===== config.mk =====
export PLATFORM = sky130hd
export DESIGN_NAME = store_buffer
export DESIGN_NICKNAME = d
export VERILOG_FILES = /design/src/rtl/store_buffer.sv
export SDC_FILE = /design/constraint.sdc
export NUM_CORES = 1
export LEC_CHECK = 0
export ABC_CLOCK_PERIOD_IN_PS = 7000
export BUFFER_PORTS_ARGS = -buffer_cell sky130_fd_sc_hd__buf_2
export CAP_MARGIN = 40
export CORE_ASPECT_RATIO = 0.9
export CORE_MARGIN = 2
export CORE_UTILIZATION = 57
export DETAILED_ROUTE_END_ITERATION = 12
export MAX_ROUTING_LAYER = met4
export PLACE_DENSITY = 0.95
export SLEW_MARGIN = 20
export SYNTH_ARGS = -nofsm -noshare
export SYNTH_HDL_FRONTEND = slang
export SYNTH_SLANG_ARGS = --single-unit
export TNS_END_PERCENT = 50

===== constraint.sdc =====
create_clock -name clk -period 7 [get_ports clk]
set_clock_uncertainty 0.05 [all_clocks]
set_input_delay 1.05 -clock clk [delete_from_list [all_inputs] [get_ports clk]]
set_output_delay 1.05 -clock clk [all_outputs]
set_load 0.03 [all_outputs]

===== src/rtl/store_buffer.sv =====
// Store narrowing plus a small FIFO that drains stores to data memory.
// Also flags misaligned stores and load-to-pending-store word hits.
module store_buffer #(
  parameter int DEPTH = 2,
  parameter int CNT_W = 2
) (
  input  logic             clk,
  input  logic             reset,
  input  logic             wrEn,
  input  logic [1:0]       wrType,
  input  logic [31:0]      wrAddr,
  input  logic [31:0]      wrData,
  output logic             wrReady,
  output logic             misalign,
  output logic             memReq,
  output logic [31:0]      memAddr,
  output logic [31:0]      memWdata,
  output logic [3:0]       memByteEn,
  input  logic             memAck,
  input  logic [31:0]      ldAddr,
  output logic             ldHit,
  output logic [CNT_W-1:0] count
);

  localparam int PW = $clog2(DEPTH);

  typedef struct packed {
    logic [29:0] wa;
    logic [31:0] data;
    logic [3:0]  be;
  } entry_t;

  entry_t           ent_q [DEPTH];
  logic [DEPTH-1:0] vld_q;
  logic [PW-1:0]    wr_ptr;
  logic [PW-1:0]    rd_ptr;
  logic [CNT_W-1:0] cnt_q;

  logic        full;
  logic        empty;
  logic        bad;
  logic        push;
  logic        pop;
  logic [3:0]  nb_be;
  logic [31:0] nb_data;

  assign full  = cnt_q == CNT_W'(DEPTH);
  assign empty = cnt_q == '0;

  always_comb begin
    nb_be   = 4'b0000;
    nb_data = wrData;
    bad     = 1'b0;
    unique case (1'b1)
      (wrType == 2'b00): begin
        nb_be = 4'b1111;
        bad   = wrAddr[1:0] != 2'b00;
      end
      (wrType == 2'b01): begin
        nb_data = {2{wrData[15:0]}};
        nb_be   = wrAddr[1] ? 4'b1100 : 4'b0011;
        bad     = wrAddr[0];
      end
      (wrType == 2'b10): begin
        nb_data = {4{wrData[7:0]}};
        nb_be   = 4'b0001 << wrAddr[1:0];
      end
      default: bad = 1'b1;
    endcase
  end

  assign misalign = wrEn & bad;
  assign push     = wrEn & ~full & ~bad;
  assign pop      = ~empty & memAck;

  always_ff @(posedge clk) begin
    if (reset) begin
      wr_ptr <= '0;
      rd_ptr <= '0;
      cnt_q  <= '0;
      vld_q  <= '0;
    end else begin
      if (push) begin
        vld_q[wr_ptr] <= 1'b1;
        wr_ptr        <= wr_ptr + 1'b1;
      end
      if (pop) begin
        vld_q[rd_ptr] <= 1'b0;
        rd_ptr        <= rd_ptr + 1'b1;
      end
      unique case ({push, pop})
        2'b10:   cnt_q <= cnt_q + 1'b1;
        2'b01:   cnt_q <= cnt_q - 1'b1;
        default: cnt_q <= cnt_q;
      endcase
    end
  end

  // Payload needs no reset: it is only visible through vld_q / count.
  always_ff @(posedge clk) begin
    if (push) begin
      ent_q[wr_ptr] <= '{
        wa:   wrAddr[31:2],
        data: nb_data,
        be:   nb_be
      };
    end
  end

  always_comb begin
    ldHit = 1'b0;
    for (int i = 0; i < DEPTH; i++) begin
      if (vld_q[i] && ent_q[i].wa == ldAddr[31:2])
        ldHit = 1'b1;
    end
  end

  assign wrReady   = ~full;
  assign memReq    = ~empty;
  assign memAddr   = empty ? 32'd0 : {ent_q[rd_ptr].wa, 2'b00};
  assign memWdata  = empty ? 32'd0 : ent_q[rd_ptr].data;
  assign memByteEn = empty ? 4'd0 : ent_q[rd_ptr].be;
  assign count     = cnt_q;

  logic unused_ld;
  assign unused_ld = ^ldAddr[1:0];

endmodule


Yosys cells after proc, flatten, opt, wreduce, memory -nomap -nowiden
Memories as Yosys holds them, arrays and structs flattened. A register that Yosys moved wholly into a read port is not among the register bits.
Index checks and enable logic that the tools add are counted.
Widths: inputs -> output; s select.
{ "op_classes": {"addsub": 4, "order_cmp": 4, "eq_ne": 7, "shift": 1, "muxes": 21, "n_bitwise": 10, "reduce_logical": 8} }
{ "op_table": {"columns": ["operator", "n"], "rows": [
  ["$mux 32", 2],
  ["$pmux 32 s2", 1],
  ["$eq 30x30->1", 2],
  ["$pmux 4 s3", 1],
  ["$mux 1", 8],
  ["$mux 4", 2],
  ["$eq 2x2->1 const B", 3],
  ["$mux 2", 3],
  ["$and 1x1->1", 4],
  ["$eq 2x1->1 const B", 2],
  ["$logic_and 1x1->1", 4],
  ["$logic_not 2->1", 2],
  ["$lt 1x2->1 const B", 2],
  ["$pmux 2 s2", 1],
  ["$reduce_bool 2->1", 2],
  ["$shl 1x2->4 const A", 1],
  ["$not 1->1", 3],
  ["$pmux 1 s3", 1],
  ["$add 1x1->1 const B", 2],
  ["$add 2x1->2 const B", 1],
  ["$and 2x2->2", 1],
  ["$demux 1 s1", 2],
  ["$ge 1x1->1 const B", 2],
  ["$not 2->2", 1],
  ["other kinds (2)", 2]
]} }
{ "word_totals": {"ff_bits": 6, "mem_bits_rw": 132, "input_bits": 102, "output_inout_bits": 74, "word_cells": 60, "memories": 1} }
{ "mem_list": {"columns": ["name", "words", "word_bits", "read_ports", "rd_ports_with_merged_regs", "write_ports", "line", "rtl"], "rows": [
  ["ent_q", 2, 66, 3, 1, 1, "33", "entry_t ent_q [DEPTH];"]
]} }

Depth between registers and ports, before layout
Gate-level depths: netlist of the first run.
{ "depth": {"word_depth": 9, "depth_mapped": 8, "depth_no_buf": 8} }

Least setup slack after synthesis of the first run
No wires, ideal clock.
{ "synth_timing": {"kind": "input -> register", "start": "input wrType[0]", "end": "memory ent_q[0][0] in the netlist's numbering, enable pin", "setup_ns": 0.492, "arrival_time_ns": 4.582, "required_time_ns": 6.458, "slack_ns": 1.876, "cell_stages": 5, "path_buffers": 0, "path_cell_list": "inv_1 ha_1 a21oi_1 o2111ai_1 nor2_1"} }
{ "synth_between": {"elab_chain_len": 6, "word_cells_on_any_way": 8, "cone_classes": "eq/ne: 2; mux: 3; bitwise: 2; reduce/logical: 1"} }
{ "synth_lines": {"columns": ["element", "line", "rtl"], "rows": [
  ["start, declared", "10", "input logic [1:0] wrType,"],
  ["$eq 2x2->1, or another cell as far along", "64", "(wrType == 2'b10): begin"],
  ["$pmux 1 s3 *", "54", "unique case (1'b1)"],
  ["$not 1->1 *", "73", "assign push = wrEn & ~full & ~bad;"],
  ["$and 1x1->1 *", "73", null],
  ["$mux 1 *", "101", "if (push) begin"],
  ["$mux 1 (implied by the code) *", "102", "ent_q[wr_ptr] <= '{"],
  ["end, declared", "33", null]
]} }
Every way passes the cells marked *; elsewhere a longest branch is shown, timed or not.

Worst setup path in the final report of the first run
{ "layout_timing": {"start": "input ldAddr[16]", "end": "output ldHit"} }
{ "layout_between": {"elab_chain_len": 4, "word_cells_on_any_way": 6, "cone_classes": "eq/ne: 2; mux: 2; reduce/logical: 2"} }
{ "layout_lines": {"columns": ["element", "line", "rtl"], "rows": [
  ["start, declared", "20", "input logic [31:0] ldAddr,"],
  ["$eq 30x30->1", "113", "if (vld_q[i] && ent_q[i].wa == ldAddr[31:2])"],
  ["$logic_and 1x1->1", "113", null],
  ["$mux 1", "113", null],
  ["$mux 1 *", "113", null],
  ["end, declared", "21", "output logic ldHit,"]
]} }
Marked as above.

==> PnR_summary.wiki, run 1 <==
{| class="wikitable"
! Metric !! Value
|-
| Ys async rst share || 0%
|-
| CP peak stage delay || 0.54 ns
|-
| Clock-pin transition on the worst setup and hold timing paths || 0.06 ns
|-
| Per-instance average area after synthesis || 13.1 um2
|-
| Number of levels in the clock H-tree || 4
|-
| Sw Pwr || 1050 uW
|-
| RR Startpoint || count[0]
|-
| DRC errors left || 0
|-
| Number of nets in the finished design || 767
|-
| Global-route wire length before repair || 22900 um
|-
| Number of design-rule violations left by the first detailed-router iteration || 262
|-
| Max_cap viols || 0
|-
| Combinational share of power || 33.7%
|-
| Clock power share || 29.2%
|-
| Number of global-route vias before repair || 4541
|-
| Number of clock sinks || 139
|-
| Register-to-register setup slack || 4.60 ns
|-
| Number of storage elements in the synthesis netlist || 139
|-
| Standby leakage power || 0.00316 uW
|-
| Transition time of the tightest slew-check pin || 0.709 ns
|-
| Total global routing overflow || 0
|-
| Final antenna-violating net count || 0
|-
| Final setup vio count || 0
|-
| Summed negative setup slack over all endpoints || 0 ns
|-
| Peak VDD IR || 0.320 mV
|-
| Number of cells traversed by the worst hold path || 1
|-
| Latest clock arrival within the worst-skew pair || 0.41 ns
|-
| Cell at the root of the clock tree || clkbuf_16
|-
| Num CTS Buffers || 17
|-
| Final WS setup || 3.44 ns
|-
| Hold Startpoint || vld_q[0]
|-
| Fraction of power consumed by sequential logic || 37.0%
|-
| Number of hold-repair buffers added at the cts stage || 0
|-
| Kind of start point of the critical path || input port
|-
| EDFF count, synth || 132
|-
| Combined area of all synthesized cells || 0.00640 mm2
|-
| Port bufs || 171
|-
| Share of layout cells above drive strength 1 || 30.5%
|-
| Drt wl/cell || 18.2 um
|-
| Post-CTS setup buffer count || 0
|-
| Register area share after synthesis || 64.1%
|-
| Final wirelength || 15000 um
|-
| Setup repair after global routing missed its margin || no
|-
| Sink of the worst hold path || vld_q[0]
|-
| Area taken by flip-flops and latches || 0.00411 mm2
|-
| Top post-synthesis cells by area || edfxtp_1, mux2i_1, nor2_1, xnor2_1, xor2_1
|-
| Number of hold-slack violations in the final timing report || 0
|-
| Cell chain of the critical path || buf_2 > xor2_1 > nor4_1 > nand4_1 > o22ai_1 > buf_2
|-
| Number of distinct library cell variants in the gate-level netlist after synthesis || 29
|-
| Crit path time final || 3.56 ns
|-
| Area of the core || 0.0109 mm2
|-
| Detailed-router iteration count before antenna repair || 5
|-
| Starting density of the core || 58.7%
|-
| Kind of end point of the critical path || output pin
|-
| Gpl congestion || 0.880
|-
| Count of pins over their slew limit || 0
|-
| Top-count cell post-synth || edfxtp_1
|-
| Dominant synthesized flop cell || edfxtp_1
|-
| Pin count of the biggest net entering global routing || 42
|-
| Most area-hungry cell type in the Yosys netlist || edfxtp_1
|-
| Die Height || 105 um
|-
| Internal power of the cells || 1880 uW
|-
| Number of rows created at floorplan || 36
|-
| Die width || 116 um
|-
| Switching share of power || 35.8%
|-
| Average vias per placed instance || 5.47
|-
| Highest achievable clock rate || 281 MHz
|-
| Antenna diode instance count || 0
|-
| Initial antenna violation count || 0
|-
| I/O pin cnt || 176
|-
| Maximum root-to-sink buffer count || 2
|-
| Most instantiated cells after synthesis || edfxtp_1, nor2_1, mux2i_1
|-
| Data required time of the critical path || 5.90 ns
|-
| Crit Path Max Fanout || 2
|-
| Power density cells || 364 mW/mm2
|-
| Number of cells traversed by the worst register-to-register path || 4
|-
| Post-synthesis instance total || 487
|-
| Footprint of the multi-input gates || 0.00215 mm2
|-
| Category of the most critical setup path || in2out
|-
| Slew Limit Headroom || 52.7%
|-
| Total of warnings raised by yosys || 0
|-
| Global-route total usage across every layer || 26.3%
|-
| Critical path's slowest cell || nor4_1
|-
| Fillcell total || 712
|-
| Area grow syn2layout || 25.3%
|-
| Worst r2r dst || ent_q[1][7]
|-
| Placement Setup Slack || 3.41 ns
|-
| Outcome || complete, no violations
|-
| Final core utilization || 73.6%
|-
| Die area || 0.0121 mm2
|-
| Top-area cell type share of the netlist area || 61.9%
|-
| CTS tree || yes
|-
| Worst hold path type || reg2reg
|-
| Placed cells || 793
|-
| Final Instance Count excl. Fillers || 825
|-
| Post-DP HPWL || 10700 um
|-
| Cell seen most often among critical-path stages || buf_2
|-
| Final critical-path share of the clock period || 50.8%
|-
| Overall via count from detail_route || 4509
|-
| Critical path data arrival time || 2.46 ns
|-
| CTS resizes || 0
|}
-- power groups by stage --
stage	Sequential (uW)	Combinational [uW]	Clock [uW]
after floorplan	1070	718	0
after global placement	1090	957	0
after detailed placement	1100	985	0
after CTS	1080	992	864
after global routing	1090	1050	902
final	1080	987	854
-- cell families after synthesis --
family | Yosys count | share of synthesized area (%)
other | 1 | 0.0586
adders and majority gates | 5 | 0.977
xor gates and xnor gates | 64 | 8.75
buffers and inverters | 41 | 2.72
and+or+nand+nor | 124 | 8.25
muxes | 66 | 10.3
AOI/OAI and AO/OA | 47 | 4.85
DFF | 139 | 64.1
-- worst max-delay path, delay by kind of cell --
family                 cells  cell delay (ns)
AO/OA/AOI/OAI              1             0.18
XOR/XNOR                   1             0.18
buffers and inverters      2             0.34
AND/OR/NAND/NOR            2             0.70
-- metal layers --
| layer | GRT usage (%) | wire, um | share of wire [%] | vias to the layer above |
|---|---|---|---|---|
| li1 | - | - | - | 2103 |
| met1 | 29.3 | 5470 | 36 | 2117 |
| met2 | 44.7 | 7840 | 52 | 260 |
| met3 | 7.60 | 1320 | 8.8 | 29 |
| met4 | 10.0 | 375 | 2.5 | 0 |
| met5 | - | 0 | 0 | - |
-- worst max path at each step --
stage / from / endpoint / depth (start not counted)
after floorplan: wrType[0] / ent_q[0][0] / 5
after global placement: wrType[1] / ent_q[1][24] / 7
after CTS: ldAddr[16] / ldHit / 6
after global routing: ldAddr[16] / ldHit / 6
after detailed placement: ldAddr[16] / ldHit / 6
final: ldAddr[16] / ldHit / 6
-- cell usage in the layout, fill, tap and decap left out, types with 2 or more instances in the layout --
cell	instances
a21oi_1	14
a22o_1	8
a22oi_1	8
and2_1	2
buf_2	171
buf_4	4
bufinv_16	3
clkbuf_1	4
clkbuf_16	17
clkinv_1	5
clkinv_2	2
conb_1	2
dfxtp_1	6
edfxtp_1	132
ha_1	5
inv_1	16
mux2i_1	66
nand2_1	8
nand2b_1	2
nand4_1	10
nor2_1	88
nor2_4	3
nor3_1	2
nor4_1	6
o21a_1	3
o21ai_0	3
o22ai_1	9
or4_1	2
xnor2_1	32
xor2_1	32
-- metrics by stage --
step	total power, uW	instance area, um2	hold WS (ns)
6_report	2920	8030	0.430
5_1_grt	3050	8030	0.462
4_1_cts	2940	8030	0.431
3_5_place_dp	2080	7460	0.415
3_3_place_gp	2050	7400	0.411
2_1_floorplan	1790	6410	0.390
-- area by class of cell --
type | instances | area share, %
Tap cell | 152 | 2.37
Clock inverter | 11 | 1.57
Inverter | 16 | 0.748
Clock buffer | 21 | 5.49
Timing Repair Buffer | 178 | 11.8
Multi-Input combinational cell | 308 | 26.8
Sequential cell | 139 | 51.2
-- flip-flops by register name (all words and copies together) (netlist names), named ones only --
signal	count
count	2
vld_q	2
ent_q	132
wr_ptr	1
rd_ptr	1
(Power assumes the default switching activity.)
==> inputs of run 2 (changes only) <==
--- a/config.mk
+++ b/config.mk
@@ -5,15 +5,15 @@
 export SDC_FILE = /design/constraint.sdc
 export NUM_CORES = 1
 export LEC_CHECK = 0
-export ABC_CLOCK_PERIOD_IN_PS = 7000
+export ABC_CLOCK_PERIOD_IN_PS = 3500
 export BUFFER_PORTS_ARGS = -buffer_cell sky130_fd_sc_hd__buf_2
 export CAP_MARGIN = 40
 export CORE_ASPECT_RATIO = 0.9
 export CORE_MARGIN = 2
-export CORE_UTILIZATION = 57
+export CORE_UTILIZATION = 53
 export DETAILED_ROUTE_END_ITERATION = 12
 export MAX_ROUTING_LAYER = met4
-export PLACE_DENSITY = 0.95
+export PLACE_DENSITY = 0.91
 export SLEW_MARGIN = 20
 export SYNTH_ARGS = -nofsm -noshare
 export SYNTH_HDL_FRONTEND = slang
==> constraint.sdc (replaced) <==
create_clock -name clk -period 3.5 [get_ports clk]
set_clock_uncertainty 0.05 [all_clocks]
set_input_delay 0.525 -clock clk [delete_from_list [all_inputs] [get_ports clk]]
set_output_delay 0.525 -clock clk [all_outputs]
set_load 0.03 [all_outputs]
==> run 2 against run 1 <==
Clock-buffer cell count fell by 2. Hold slack got worse by 0.18 ns. First-iteration DRC count fell by 8.0%. Design area rose by 0.51%. Utilization down 6.0 points. Combinational power grew 100%. Sequential cell count unchanged. Critical path type is now reg2out.
==> PnR_summary.wiki, run 2 (synthesized netlist as in run 1, its figures left out) <==
{| class="wikitable"
! Metric !! Value
|-
| Overall via count from detail_route || 4481 (-0.62%)
|-
| Fraction of power consumed by sequential logic || 36.6% (-0.4 points)
|-
| Setup repair after global routing missed its margin || no
|-
| Crit Path Max Fanout || 2 (unchanged)
|-
| Power density cells || 736 mW/mm2 (+100%)
|-
| Sw Pwr || 2140 uW (+100%)
|-
| Number of global-route vias before repair || 4414 (-2.8%)
|-
| Kind of end point of the critical path || output pin
|-
| Data required time of the critical path || 2.92 ns (-2.98 ns)
|-
| DRC errors left || 0 (unchanged)
|-
| Num CTS Buffers || 17 (unchanged)
|-
| CTS tree || yes
|-
| Die area || 0.0130 mm2 (+7.3%)
|-
| Register-to-register setup slack || 1.37 ns (-3.23 ns)
|-
| Cell at the root of the clock tree || clkbuf_16
|-
| Number of design-rule violations left by the first detailed-router iteration || 241 (-8.0%)
|-
| Combinational share of power || 33.3% (-0.4 points)
|-
| Number of hold-repair buffers added at the cts stage || 0 (unchanged)
|-
| Number of cells traversed by the worst hold path || 1 (unchanged)
|-
| Starting density of the core || 53.7% (-5.1 points)
|-
| Fillcell total || 871 (+22%)
|-
| Maximum root-to-sink buffer count || 2 (unchanged)
|-
| Die width || 120 um (+3.6%)
|-
| CTS resizes || 0 (unchanged)
|-
| Global-route total usage across every layer || 23.6% (-2.7 points)
|-
| Worst hold path type || in2reg
|-
| Internal power of the cells || 3790 uW (+100%)
|-
| Number of nets in the finished design || 767 (unchanged)
|-
| Commonest cells after routing, fill and taps aside || buf_2, edfxtp_1, nor2_1, mux2i_1
|-
| Number of flip-flops in the largest register || 132 (unchanged)
|-
| Peak VDD IR || 0.519 mV (+62%)
|-
| Total global routing overflow || 0 (unchanged)
|-
| Sink of the worst hold path || ent_q[1][36]
|-
| Top reg by flops || ent_q
|-
| Global-route wire length before repair || 22200 um (-3.2%)
|-
| Clock power share || 30.1% (+0.9 points)
|-
| Critical path data arrival time || 2.18 ns (-0.28 ns)
|-
| Worst r2r dst || count[1]
|-
| Final critical-path share of the clock period || 78.6%
|-
| Post-DP HPWL || 10200 um (-4.4%)
|-
| Count of pins over their slew limit || 0 (unchanged)
|-
| Number of levels in the clock H-tree || 4 (unchanged)
|-
| Area of the core || 0.0119 mm2 (+9.5%)
|-
| Most common cell after layout, fill and taps aside || buf_2
|-
| RR Startpoint || count[0]
|-
| Area grow syn2layout || 26.0%
|-
| Transition time of the tightest slew-check pin || 0.746 ns (+0.0376 ns)
|-
| Number of rows created at floorplan || 38 (+5.6%)
|-
| Average vias per placed instance || 5.38 (-1.6%)
|-
| Max_cap viols || 0 (unchanged)
|-
| Hold Startpoint || wrAddr[2]
|-
| Kind of start point of the critical path || flop
|-
| Number of hold-slack violations in the final timing report || 0 (unchanged)
|-
| Final antenna-violating net count || 0 (unchanged)
|-
| Drt wl/cell || 17.3 um (-4.7%)
|-
| Fin Hold WS || 0.246 ns (-0.184 ns)
|-
| Area taken by flip-flops and latches || 0.00411 mm2 (unchanged)
|-
| Port bufs || 171 (unchanged)
|-
| Initial antenna violation count || 0 (unchanged)
|-
| Gpl congestion || 0.860 (-2.2%)
|-
| Antenna diode instance count || 0 (unchanged)
|-
| Number of clock sinks || 139 (unchanged)
|-
| I/O pin cnt || 176 (unchanged)
|-
| Final setup vio count || 0 (unchanged)
|-
| Highest achievable clock rate || 363 MHz
|-
| Share of layout cells above drive strength 1 || 31.5% (+1.0 points)
|-
| Outcome || complete, no violations
|-
| Final wirelength || 14400 um (-3.8%)
|-
| Pin count of the biggest net entering global routing || 68 (+62%)
|-
| Standby leakage power || 0.00316 uW (about the same)
|-
| Switching share of power || 36.1% (+0.31 points)
|-
| Crit path time final || 2.75 ns
|-
| Footprint of the multi-input gates || 0.00215 mm2 (unchanged)
|-
| Latest clock arrival within the worst-skew pair || 0.42 ns (about the same)
|-
| Number of cells traversed by the worst register-to-register path || 5 (+1)
|-
| Clock-pin transition on the worst setup and hold timing paths || 0.06 ns (about the same)
|-
| Detailed-router iteration count before antenna repair || 4 (-1)
|-
| Slew Limit Headroom || 50.2% (-2.6 points)
|-
| Post-CTS setup buffer count || 0 (unchanged)
|-
| Die Height || 108 um (+3.6%)
|-
| Summed negative setup slack over all endpoints || 0 ns (unchanged)
|-
| Category of the most critical setup path || reg2out
|}
[run 2: cell count changes in the layout (fill, tap and decap cells not counted)]
| cell | before | now |
|---|---|---|
| buf_8 | 1 | 0 |
| buf_12 | 1 | 3 |
| clkinv_1 | 5 | 0 |
| buf_16 | 1 | 0 |
| inv_6 | 0 | 3 |
| clkinv_4 | 0 | 1 |
| clkinvlp_4 | 1 | 5 |
| clkinv_2 | 2 | 1 |
| clkbuf_1 | 4 | 2 |
[run 2: per-layer routing]
metal	track usage, %	part of all wire [%]	up-vias
met5	-	0	-
met3	6.75	8.3	35
met2	39.1	50	232
li1	-	-	2105
met1	26.9	39	2109
met4	10.8	2.6	0
[run 2: final cells by class]
cell class	count	area share (%)
flip-flops and latches	139	50.9
multi-input cells	308	26.7
repair buffers	178	11.7
clock buffers	19	5.37
well taps	160	2.48
clock inverters	13	2.08
inverters	16	0.745
[run 2: worst max-delay path, cell delays in order, from the launching register on]
cell	delay, ns
edfxtp_1	0.39
xnor2_1	0.25
nand4_1	0.16
or4_1	0.55
o22ai_1	0.18
buf_2	0.22
[run 2: power groups by stage]
stage / registers [uW] / logic [uW] / clock network, uW
after global placement: 2200 / 1950 / 0
final: 2170 / 1980 / 1790
after CTS: 2180 / 1990 / 1820
after floorplan: 2140 / 1440 / 0
after detailed placement: 2210 / 1980 / 0
after global routing: 2190 / 2110 / 1890
[run 2: how the worst max path moves through the flow]
stage               cells past startpoint          from  slack, ns     endpoint
floorplan                               5     wrType[0]      -1.10  ent_q[0][0]
global placement                        8     wrType[0]       0.84     count[1]
finish                                  5  ent_q[0][61]       0.75        ldHit
global route                            5  ent_q[0][48]       0.62        ldHit
CTS                                     5  ent_q[0][61]       0.70        ldHit
detailed placement                      8     wrType[0]       0.78     count[1]
[run 2: stage by stage]
step	utilization (%)	area (um2)	power, uW	cells	setup WS (ns)
after global routing	67.6	8070	6190	833	0.619
final	67.6	8070	5940	833	0.748
after global placement	62.6	7470	4150	801	0.841
after floorplan	-	6410	3580	488	-1.10
after CTS	67.6	8070	5990	833	0.698
after detailed placement	62.6	7470	4190	801	0.778
==> inputs of run 3 (changes only) <==
--- a/config.mk
+++ b/config.mk
@@ -5,15 +5,16 @@
 export SDC_FILE = /design/constraint.sdc
 export NUM_CORES = 1
 export LEC_CHECK = 0
-export ABC_CLOCK_PERIOD_IN_PS = 3500
+export ABC_AREA = 1
+export ABC_CLOCK_PERIOD_IN_PS = 2400
 export BUFFER_PORTS_ARGS = -buffer_cell sky130_fd_sc_hd__buf_2
 export CAP_MARGIN = 40
 export CORE_ASPECT_RATIO = 0.9
 export CORE_MARGIN = 2
-export CORE_UTILIZATION = 53
+export CORE_UTILIZATION = 49
 export DETAILED_ROUTE_END_ITERATION = 12
 export MAX_ROUTING_LAYER = met4
-export PLACE_DENSITY = 0.91
+export PLACE_DENSITY = 0.87
 export SLEW_MARGIN = 20
 export SYNTH_ARGS = -nofsm -noshare
 export SYNTH_HDL_FRONTEND = slang
==> constraint.sdc (replaced) <==
create_clock -name clk -period 2.4 [get_ports clk]
set_clock_uncertainty 0.05 [all_clocks]
set_input_delay 0.36 -clock clk [delete_from_list [all_inputs] [get_ports clk]]
set_output_delay 0.36 -clock clk [all_outputs]
set_load 0.03 [all_outputs]
==> run 3 against run 2 <==
Critical path depth shrank 1. Sequential share of layout area fell by 3.6 points. Synthesized area up 9.8%. Routed wire length rose by 19%. Die area rose by 18%. Critical path type unchanged. Largest power group unchanged. Highest routed layer unchanged.
==> PnR_summary.wiki, run 3 <==
{| class="wikitable"
! Metric !! Value
|-
| Area taken by flip-flops and latches || 0.00411 mm2 (about the same)
|-
| I/O pin cnt || 176 (unchanged)
|-
| Count of pins over their slew limit || 0 (unchanged)
|-
| Post-synthesis instance total || 753 (+55%)
|-
| Die area || 0.0153 mm2 (+18%)
|-
| Number of hold-slack violations in the final timing report || 0 (unchanged)
|-
| Ys async rst share || 0% (unchanged)
|-
| Starting density of the core || 50.2% (-3.4 points)
|-
| Category of the most critical setup path || reg2out
|-
| Most common cell after layout, fill and taps aside || nand2_1
|-
| Clock-pin transition on the worst setup and hold timing paths || 0.06 ns (about the same)
|-
| Combined area of all synthesized cells || 0.00703 mm2 (+9.8%)
|-
| Number of global-route vias before repair || 5312 (+20%)
|-
| Peak VDD IR || 0.817 mV (+57%)
|-
| Initial antenna violation count || 1 (+1)
|-
| Drt wl/cell || 15.1 um (-13%)
|-
| Top post-synthesis cells by area || edfxtp_1, nand2_1, inv_1, a21oi_1, a21oi_2
|-
| Latest clock arrival within the worst-skew pair || 0.42 ns (about the same)
|-
| Most area-hungry cell type in the Yosys netlist || edfxtp_1
|-
| Final core utilization || 62.0% (-5.6 points)
|-
| Post-DP HPWL || 12200 um (+20%)
|-
| Total global routing overflow || 0 (unchanged)
|-
| Maximum root-to-sink buffer count || 2 (unchanged)
|-
| Footprint of the multi-input gates || 0.00224 mm2 (+4.0%)
|-
| Detailed-router iteration count before antenna repair || 5 (+1)
|-
| Port bufs || 171 (unchanged)
|-
| Outcome || complete, no violations
|-
| Most instantiated cells after synthesis || nand2_1, inv_1, edfxtp_1
|-
| Area grow syn2layout || 23.5%
|-
| Final critical-path share of the clock period || 96.9%
|-
| EDFF count, synth || 132 (unchanged)
|-
| DRC errors left || 0 (unchanged)
|-
| Critical path's slowest cell || buf_4
|-
| Register-to-register setup slack || 0.73 ns (-0.64 ns)
|-
| Transition time of the tightest slew-check pin || 0.514 ns (-0.232 ns)
|-
| Critical path data arrival time || 1.91 ns (-0.27 ns)
|-
| CTS tree || yes
|-
| Data required time of the critical path || 1.99 ns (-0.93 ns)
|-
| Num CTS Buffers || 17 (unchanged)
|-
| Number of nets in the finished design || 1038 (+35%)
|-
| Cell at the root of the clock tree || clkbuf_16
|-
| Average vias per placed instance || 5.01 (-6.9%)
|-
| Top-area cell type share of the netlist area || 56.4% (-5.5 points)
|-
| Kind of start point of the critical path || flop
|-
| Number of design-rule violations left by the first detailed-router iteration || 480 (+99%)
|-
| Number of levels in the clock H-tree || 4 (unchanged)
|-
| Placement Setup Slack || 0.301 ns (-0.477 ns)
|-
| Die Height || 118 um (+8.6%)
|-
| Final antenna-violating net count || 0 (unchanged)
|-
| Cell chain of the critical path || buf_4 > o21ai_0 > a21oi_1 > buf_2
|-
| Kind of end point of the critical path || output pin
|-
| CP peak stage delay || 0.44 ns (-0.11 ns)
|-
| Die width || 130 um (+8.7%)
|-
| Number of storage elements in the synthesis netlist || 139 (unchanged)
|-
| Number of distinct library cell variants in the gate-level netlist after synthesis || 31 (+6.9%)
|-
| Worst hold path type || in2reg
|-
| Overall via count from detail_route || 5699 (+27%)
|-
| Area of the core || 0.0140 mm2 (+17%)
|-
| Crit path time final || 2.32 ns
|-
| Final wirelength || 17200 um (+19%)
|-
| Fin Hold WS || 0.0734 ns (-0.173 ns)
|-
| Setup repair after global routing missed its margin || no
|-
| Critical path endpoint || memAddr[31]
|-
| Per-instance average area after synthesis || 9.34 um2 (-29%)
|-
| Number of clock sinks || 139 (unchanged)
|-
| Number of flip-flops in the largest register || 132 (unchanged)
|-
| Share of layout cells above drive strength 1 || 28.2% (-3.3 points)
|-
| Fillcell total || 1119 (+28%)
|-
| Summed negative setup slack over all endpoints || 0 ns (unchanged)
|-
| Register area share after synthesis || 58.4% (-5.7 points)
|-
| Commonest cells after routing, fill and taps aside || nand2_1, buf_2, inv_1, edfxtp_1, a21oi_1
|-
| Final setup vio count || 0 (unchanged)
|-
| Global-route total usage across every layer || 23.0% (-0.66 points)
|-
| Number of cells traversed by the worst register-to-register path || 7 (+2)
|-
| Crit Path Max Fanout || 37 (+35)
|-
| Worst r2r dst || count[1]
|-
| RR Startpoint || count[0]
|-
| Dominant synthesized flop cell || edfxtp_1
|-
| Standby leakage power || 0.00402 uW (+27%)
|-
| Highest achievable clock rate || 430 MHz
|-
| Gpl congestion || 0.893 (+3.8%)
|-
| Top-count cell post-synth || nand2_1
|-
| Total of warnings raised by yosys || 0 (unchanged)
|-
| Top reg by flops || ent_q
|-
| Slew Limit Headroom || 65.7% (+16 points)
|-
| Final WS setup || 0.0753 ns (-0.673 ns)
|-
| Area of all placed cells without fillers || 0.00868 mm2 (+7.6%)
|-
| Global-route wire length before repair || 25700 um (+16%)
|-
| Number of rows created at floorplan || 41 (+7.9%)
|-
| Max_cap viols || 0 (unchanged)
|-
| Pin count of the biggest net entering global routing || 42 (-38%)
|-
| Power density cells || 869 mW/mm2 (+18%)
|-
| DP Area || 0.00812 mm2 (+8.7%)
|}
[run 3: power by group]
part / internal, uW / switching [uW] / leakage (uW) / total (uW)
clock network: 1510 / 959 / 0.000274 / 2470
logic: 597 / 1550 / 0.00247 / 2150
registers: 2860 / 71.8 / 0.00128 / 2930
total: 4960 / 2580 / 0.00402 / 7540
[run 3: cells by family (layout without fill, tap and decap cells)]
group                    count (synthesis)  after routing  synth area share, %
AND/OR/NAND/NOR                        280            280                 15.6
buffers and inverters                  166            356                 9.86
AO/OA/AOI/OAI                          142            142                 12.7
flip-flops                             139            139                 58.4
XOR/XNOR                                20             20                 2.49
adder cells (fa/ha/maj)                  5              5                0.890
other                                    1              3               0.0533
[run 3: final cells by class]
cell class                      count  share of cell area (%)
Inverter                          141                    6.21
Tap cell                          193                    2.78
Clock inverter                     14                    1.50
Clock buffer                       18                    4.94
Timing Repair Buffer              183                    11.5
Sequential cell                   139                    47.3
Antenna cell                        1                  0.0288
Multi-Input combinational cell    449                    25.8
[run 3: how the worst min path moves through the flow]
stage              start           end  cells after the start
2_1_floorplan      reset        wr_ptr                      1
3_3_place_gp    vld_q[0]      vld_q[0]                      2
3_5_place_dp    vld_q[0]      vld_q[0]                      2
4_1_cts        wrAddr[9]  ent_q[0][43]                      1
5_1_grt        wrAddr[9]  ent_q[0][43]                      1
6_report       wrAddr[9]  ent_q[0][43]                      1
[run 3: timing repair]
| action | 4_1_cts | 5_1_grt |
|---|---|---|
| hold buffers | 0 | 0 |
| gates resized for setup | 0 | 2 |
| setup endpoints to repair | 0 | 1 |
| setup buffers | 0 | 0 |
| hold endpoints to repair | 0 | 0 |
[run 3: per-stage QoR]
stage	instances	total power, uW
3_3_place_gp	1105	5070
6_report	1138	7540
5_1_grt	1138	7850
4_1_cts	1137	7560
2_1_floorplan	754	4490
3_5_place_dp	1105	5110
[run 3: worst max-delay path: cells and delay by family, from the launching register on]
kind                   cells  cell delay, ns
AO/OA/AOI/OAI              2            0.45
buffers and inverters      2            0.69
flip-flops                 1            0.34
[run 3: metal layers]
metal | part of all wire (%) | vias up | GRT usage (%)
li1 | - | 2790 | -
met2 | 50 | 266 | 37.7
met4 | 1.5 | 0 | 6.79
met5 | 0 | - | -
met1 | 39 | 2620 | 27.4
met3 | 9.6 | 23 | 6.82
